$ cat src/rtl/mem_access_stage.sv
// rtl/mem_access_stage.sv - RV32 MEM stage: data-memory handshake, lane alignment, MEM/WB register
module mem_access_stage #(
    parameter int XLEN   = 32,
    parameter int ADDR_W = 32
) (
    input  logic              clk,
    input  logic              rst,
    input  logic              EX_MEM_MemRead,
    input  logic              EX_MEM_MemWrite,
    input  logic              EX_MEM_RegWrite,
    input  logic              EX_MEM_MemtoReg,
    input  logic [2:0]        EX_MEM_funct3,
    input  logic [XLEN-1:0]   EX_MEM_ALU_result,
    input  logic [XLEN-1:0]   EX_MEM_RS2_Data,
    input  logic [4:0]        EX_MEM_Rd,
    output logic              D_req,
    output logic              D_we,
    output logic [ADDR_W-1:0] D_addr,
    output logic [3:0]        D_wstrb,
    output logic [XLEN-1:0]   D_wdata,
    input  logic              D_ready,
    input  logic              D_rvalid,
    input  logic [XLEN-1:0]   D_rdata,
    output logic              D_core_wait,
    output logic              misalign,
    output logic              MEM_WB_RegWrite,
    output logic              MEM_WB_MemtoReg,
    output logic [4:0]        MEM_WB_Rd,
    output logic [XLEN-1:0]   MEM_WB_ALU_result,
    output logic [XLEN-1:0]   MEM_WB_load_data
);

    typedef enum logic [1:0] {S_IDLE, S_REQ, S_RESP, S_DONE} state_t;

    state_t            r_state;
    state_t            w_next_state;
    logic [XLEN-1:0]   r_rdata;
    logic              w_access;
    logic              w_misaligned;
    logic              w_start;
    logic [1:0]        w_off;
    logic [3:0]        w_wstrb;
    logic [XLEN-1:0]   w_wdata;
    logic [7:0]        w_byte;
    logic [15:0]       w_half;
    logic [XLEN-1:0]   w_load_data;

    // funct3[1:0] encodes access size: 00 byte, 01 half, otherwise word
    always_comb begin
        w_access     = EX_MEM_MemRead | EX_MEM_MemWrite;
        w_off        = EX_MEM_ALU_result[1:0];
        w_misaligned = ((EX_MEM_funct3[1:0] == 2'b01) && w_off[0]) ||
                       (EX_MEM_funct3[1] && (w_off != 2'b00));
        w_start      = (r_state == S_IDLE) && w_access && !w_misaligned;
    end

    always_comb begin
        w_next_state = r_state;
        D_req        = 1'b0;
        D_core_wait  = 1'b0;
        misalign     = 1'b0;
        case (r_state)
            S_IDLE: begin
                misalign    = w_access && w_misaligned;
                D_core_wait = w_start;
                if (w_start) begin
                    w_next_state = S_REQ;
                end
            end
            S_REQ: begin
                D_req       = 1'b1;
                D_core_wait = 1'b1;
                if (D_ready) begin
                    w_next_state = D_we ? S_DONE : S_RESP;
                end
            end
            S_RESP: begin
                D_core_wait = 1'b1;
                if (D_rvalid) begin
                    w_next_state = S_DONE;
                end
            end
            S_DONE: begin
                w_next_state = S_IDLE;
            end
            default: begin
                w_next_state = S_IDLE;
            end
        endcase
    end

    always_comb begin
        w_wstrb = 4'b1111;
        w_wdata = EX_MEM_RS2_Data;
        case (EX_MEM_funct3[1:0])
            2'b00: begin
                w_wstrb = 4'b0001 << w_off;
                w_wdata = {4{EX_MEM_RS2_Data[7:0]}};
            end
            2'b01: begin
                w_wstrb = 4'b0011 << w_off;
                w_wdata = {2{EX_MEM_RS2_Data[15:0]}};
            end
            default: begin
                w_wstrb = 4'b1111;
                w_wdata = EX_MEM_RS2_Data;
            end
        endcase
    end

    // Extension uses the still-held EX/MEM funct3/offset; they stay stable until DONE
    always_comb begin
        w_byte = r_rdata[{w_off, 3'b000} +: 8];
        w_half = w_off[1] ? r_rdata[31:16] : r_rdata[15:0];
        case (EX_MEM_funct3)
            3'b000:  w_load_data = {{(XLEN-8){w_byte[7]}}, w_byte};
            3'b001:  w_load_data = {{(XLEN-16){w_half[15]}}, w_half};
            3'b100:  w_load_data = {{(XLEN-8){1'b0}}, w_byte};
            3'b101:  w_load_data = {{(XLEN-16){1'b0}}, w_half};
            default: w_load_data = r_rdata;
        endcase
    end

    always_ff @(posedge clk or posedge rst) begin
        if (rst) begin
            r_state           <= S_IDLE;
            r_rdata           <= '0;
            D_we              <= 1'b0;
            D_addr            <= '0;
            D_wstrb           <= 4'b0000;
            D_wdata           <= '0;
            MEM_WB_RegWrite   <= 1'b0;
            MEM_WB_MemtoReg   <= 1'b0;
            MEM_WB_Rd         <= 5'd0;
            MEM_WB_ALU_result <= '0;
            MEM_WB_load_data  <= '0;
        end else begin
            r_state <= w_next_state;
            if (w_start) begin
                D_we    <= EX_MEM_MemWrite;
                D_addr  <= {EX_MEM_ALU_result[ADDR_W-1:2], 2'b00};
                D_wstrb <= EX_MEM_MemWrite ? w_wstrb : 4'b0000;
                D_wdata <= EX_MEM_MemWrite ? w_wdata : '0;
            end
            if ((r_state == S_RESP) && D_rvalid) begin
                r_rdata <= D_rdata;
            end
            if (D_core_wait) begin
                MEM_WB_RegWrite <= 1'b0;
            end else begin
                MEM_WB_RegWrite   <= EX_MEM_RegWrite && !misalign;
                MEM_WB_MemtoReg   <= EX_MEM_MemtoReg;
                MEM_WB_Rd         <= EX_MEM_Rd;
                MEM_WB_ALU_result <= EX_MEM_ALU_result;
                MEM_WB_load_data  <= w_load_data;
            end
        end
    end

endmodule

$ cat config.mk
export PLATFORM = sky130hd
export DESIGN_NAME = mem_access_stage
export DESIGN_NICKNAME = d
export VERILOG_FILES = /design/src/rtl/mem_access_stage.sv
export SDC_FILE = /design/constraint.sdc
export NUM_CORES = 1
export LEC_CHECK = 0
export CAP_MARGIN = 0
export CORE_MARGIN = 2
export CORE_UTILIZATION = 43
export CTS_BUF_LIST = sky130_fd_sc_hd__clkbuf_4
export CTS_CLUSTER_DIAMETER = 30
export DETAILED_ROUTE_END_ITERATION = 10
export PLACE_DENSITY = 0.79
export SLEW_MARGIN = 15
export SYNTH_ARGS = -nofsm -noshare
export SYNTH_HDL_FRONTEND = slang
export SYNTH_SLANG_ARGS = --single-unit
$ cat constraint.sdc
create_clock -name clk -period 6.5 [get_ports clk]
set_input_delay 1.625 -clock clk [delete_from_list [all_inputs] [get_ports clk]]
set_output_delay 1.625 -clock clk [all_outputs]
set_load 0.02 [all_outputs]
==> reports/summary.txt <==
DR WL/cell = 19.2 um
CTS tree = built
Synth cell types = 44
Overall Global Routing Usage = 23.2%
share of cells above drive strength 1 = 14.1%
skew final = 0.0294 ns
Routability Congestion = 0.828
first-pass GRT wire length = 34.7 mm
Worst VDD drop = 355 uV
CTS Buf Count = 17
Post-synth EDFFs = 0
Initial Util = 43.5%
multi-input logic area = 3210 um^2
part of the power in registers = 35.2%
vias after detailed routing = 6065
NetSw = 2.20 mW
non-filler cells, final = 1155
placed insts = 1122
Post-DRT Antenna Nets = 0
Post-Syn Area = 7790 um^2
GRT overflow = 0
die area = 19200 um^2
clock power share = 10.3%
Max FO, Critical Path = 11
most numerous cell in the Yosys netlist = nand2_1
vias in the first global route = 5923
post-synth top area share = 55.2%
Yosys reg bits = 172
worst r2r path cells = 7
CTS Buffer Depth = 2
CP arrival = 3.74 ns
RSZ-0062 raised after global routing = false
Cell Int Power = 3.27 mW
combinational fraction of design power = 54.5%
Area growth, synth to finish = 37.0%
final hold violations = 0
Skew-Pair Late Insertion Delay = 0.57 ns
PwrDens = 512 nW/um^2
IO Count = 255
H-tree depth = 4
area leader, netlist = dfrtp_1
fmax = 0.186 GHz
Rows = 49
Data required, critical path = 4.88 ns
largest net degree at the start of global routing = 91
top cells by area, synth = dfrtp_1 (55%), nand2_1 (9.1%), mux2_2 (7.1%)
crit end category = primary output
relative slew slack = 41.4%
drt pass-1 iters = 5
setup TNS = 0 ns
worst-margin pin slew = 0.878 ns
Post-CTS Hold Buffers = 0
Port Buffers = 252
Setup CP Type = in -> out
Max Slew Vio Count = 0
most common library cells after synthesis = nand2_1 (189), dfrtp_1 (172), mux2_2 (49)
clock sink total = 172
Post-synth ARST share = 100%
Clock transition at path regs = 0.13 ns
total wire length = 22.2 mm
dominant synthesized flop cell = dfrtp_1
synthesized instance count = 676
root buffer cell = clkbuf_4
Leak = 4.80 nW
initial antenna violation count = 1
DP HPWL = 15.9 mm
final setup vio count = 0
status = completed
average size of a mapped cell = 11.5 um^2
Seq/Total Area, Yosys = 55.2%
Die Wd = 139 um
WHS Path Cells = 2
Core ar. = 17900 um^2
post-CTS setup buffers = 0
crit start category = primary input
switching part of the total = 40.2%
Residual DRC = 0
Hold Path Class = reg -> reg
Period minus WS final = 5.37 ns
post-CTS resize count = 0
hold_ws = 0.484 ns
Storage cell area = 4300 um^2
Vias/cell = 5.25
Max-cap violations = 0
Layout Nets = 1028
1st-iter DRT viols = 298
chip height = 139 um
final critical-path share of the clock period = 82.6%
final-layout fill cell count = 1521
Yosys Warn Count = 0
==> critical path, cell delays in order <==
cell and delay (ns):
clkdlybuf4s50_1 0.78, a21oi_1 0.16, nor3_1 0.46, clkdlybuf4s50_1 0.71
==> layout make-up <==
class	count	share of cell area, %
Clock inverter	15	1.04
Tap cell	229	2.68
Antenna cell	1	0.0234
Multi-Input combinational cell	451	30.1
Clock buffer	17	1.20
Timing Repair Buffer	263	24.3
Sequential cell	172	40.3
Inverter	7	0.316
==> cells by family after synthesis <==
logic type	share of synthesized area (%)
compound gates	6.94
fa+ha+maj	0.642
buf+inv	3.76
flops	55.2
mux	21.2
other cells	0.0481
simple gates	12.2
==> sequential cells by signal, indices dropped and copies added (netlist names) <==
name	flops
D_addr	30
MEM_WB_ALU_result	32
D_we	1
MEM_WB_load_data	32
D_wstrb	4
MEM_WB_MemtoReg	1
MEM_WB_Rd	5
D_wdata	32
MEM_WB_RegWrite	1
r_state	2
r_rdata	32
==> path summary, 6_finish.rpt <==
check                      slack (ns)              startpoint                           endpoint
setup / recovery                 1.13    EX_MEM_ALU_result[0]                           misalign
min in group asynchronous        1.56                     rst  MEM_WB_ALU_result[10]$_DFFE_PP0N_
hold reg to reg                  0.48  D_wdata[5]$_DFFE_PP0P_             D_wdata[5]$_DFFE_PP0P_
max in group asynchronous        3.80                     rst    MEM_WB_load_data[5]$_DFFE_PP0N_
setup reg to reg                 3.90  r_state[0]$_DFFE_PP0P_             r_state[0]$_DFFE_PP0P_
hold / removal                   0.48  D_wdata[5]$_DFFE_PP0P_             D_wdata[5]$_DFFE_PP0P_
==> layer usage <==
metal	global-route usage, %	share of wire (%)	wire [um]	vias to the layer above
met5	0	0	0	-
met4	4.04	0.72	159	0
met3	7.15	8.6	1910	14
met2	39.3	50	11100	250
met1	29.9	41	9040	3016
li1	-	-	-	2785
==> cells in the final DEF (no fill, tap or decap), drive strengths merged, types with 4 or more instances in the layout <==
master | netlist | layout
clkbuf | 16 | 17
mux2i | 17 | 17
o211ai | 8 | 8
nor2 | 5 | 5
nand3 | 24 | 24
nand2 | 189 | 189
o221ai | 6 | 6
ha | 4 | 4
dfrtp | 172 | 172
a21oi | 5 | 5
clkinv | 0 | 8
buf | 31 | 12
a221o | 8 | 8
inv | 7 | 14
clkdlybuf4s50 | 0 | 251
o21ai | 34 | 34
a22oi | 6 | 6
mux2 | 119 | 119
==> power groups by stage <==
stage	combinational, mW	sequential [mW]	clock, mW
4_1_cts	3.02	1.92	0.580
2_1_floorplan	1.36	2.38	0
3_3_place_gp	2.96	1.93	0
3_5_place_dp	3.02	1.94	0
5_1_grt	3.17	1.99	0.627
6_report	2.98	1.93	0.561
==> through the flow <==
step	utilization, %	worst slack [ns]	area [um^2]	power (mW)
floorplan	-	0.215	7800	3.74
global placement	58.3	1.16	10400	4.89
detailed placement	58.3	1.14	10400	4.96
CTS	59.6	1.15	10700	5.52
global route	59.6	1.03	10700	5.79
finish	59.6	1.13	10700	5.47
Power figures use the tool's default switching activity.
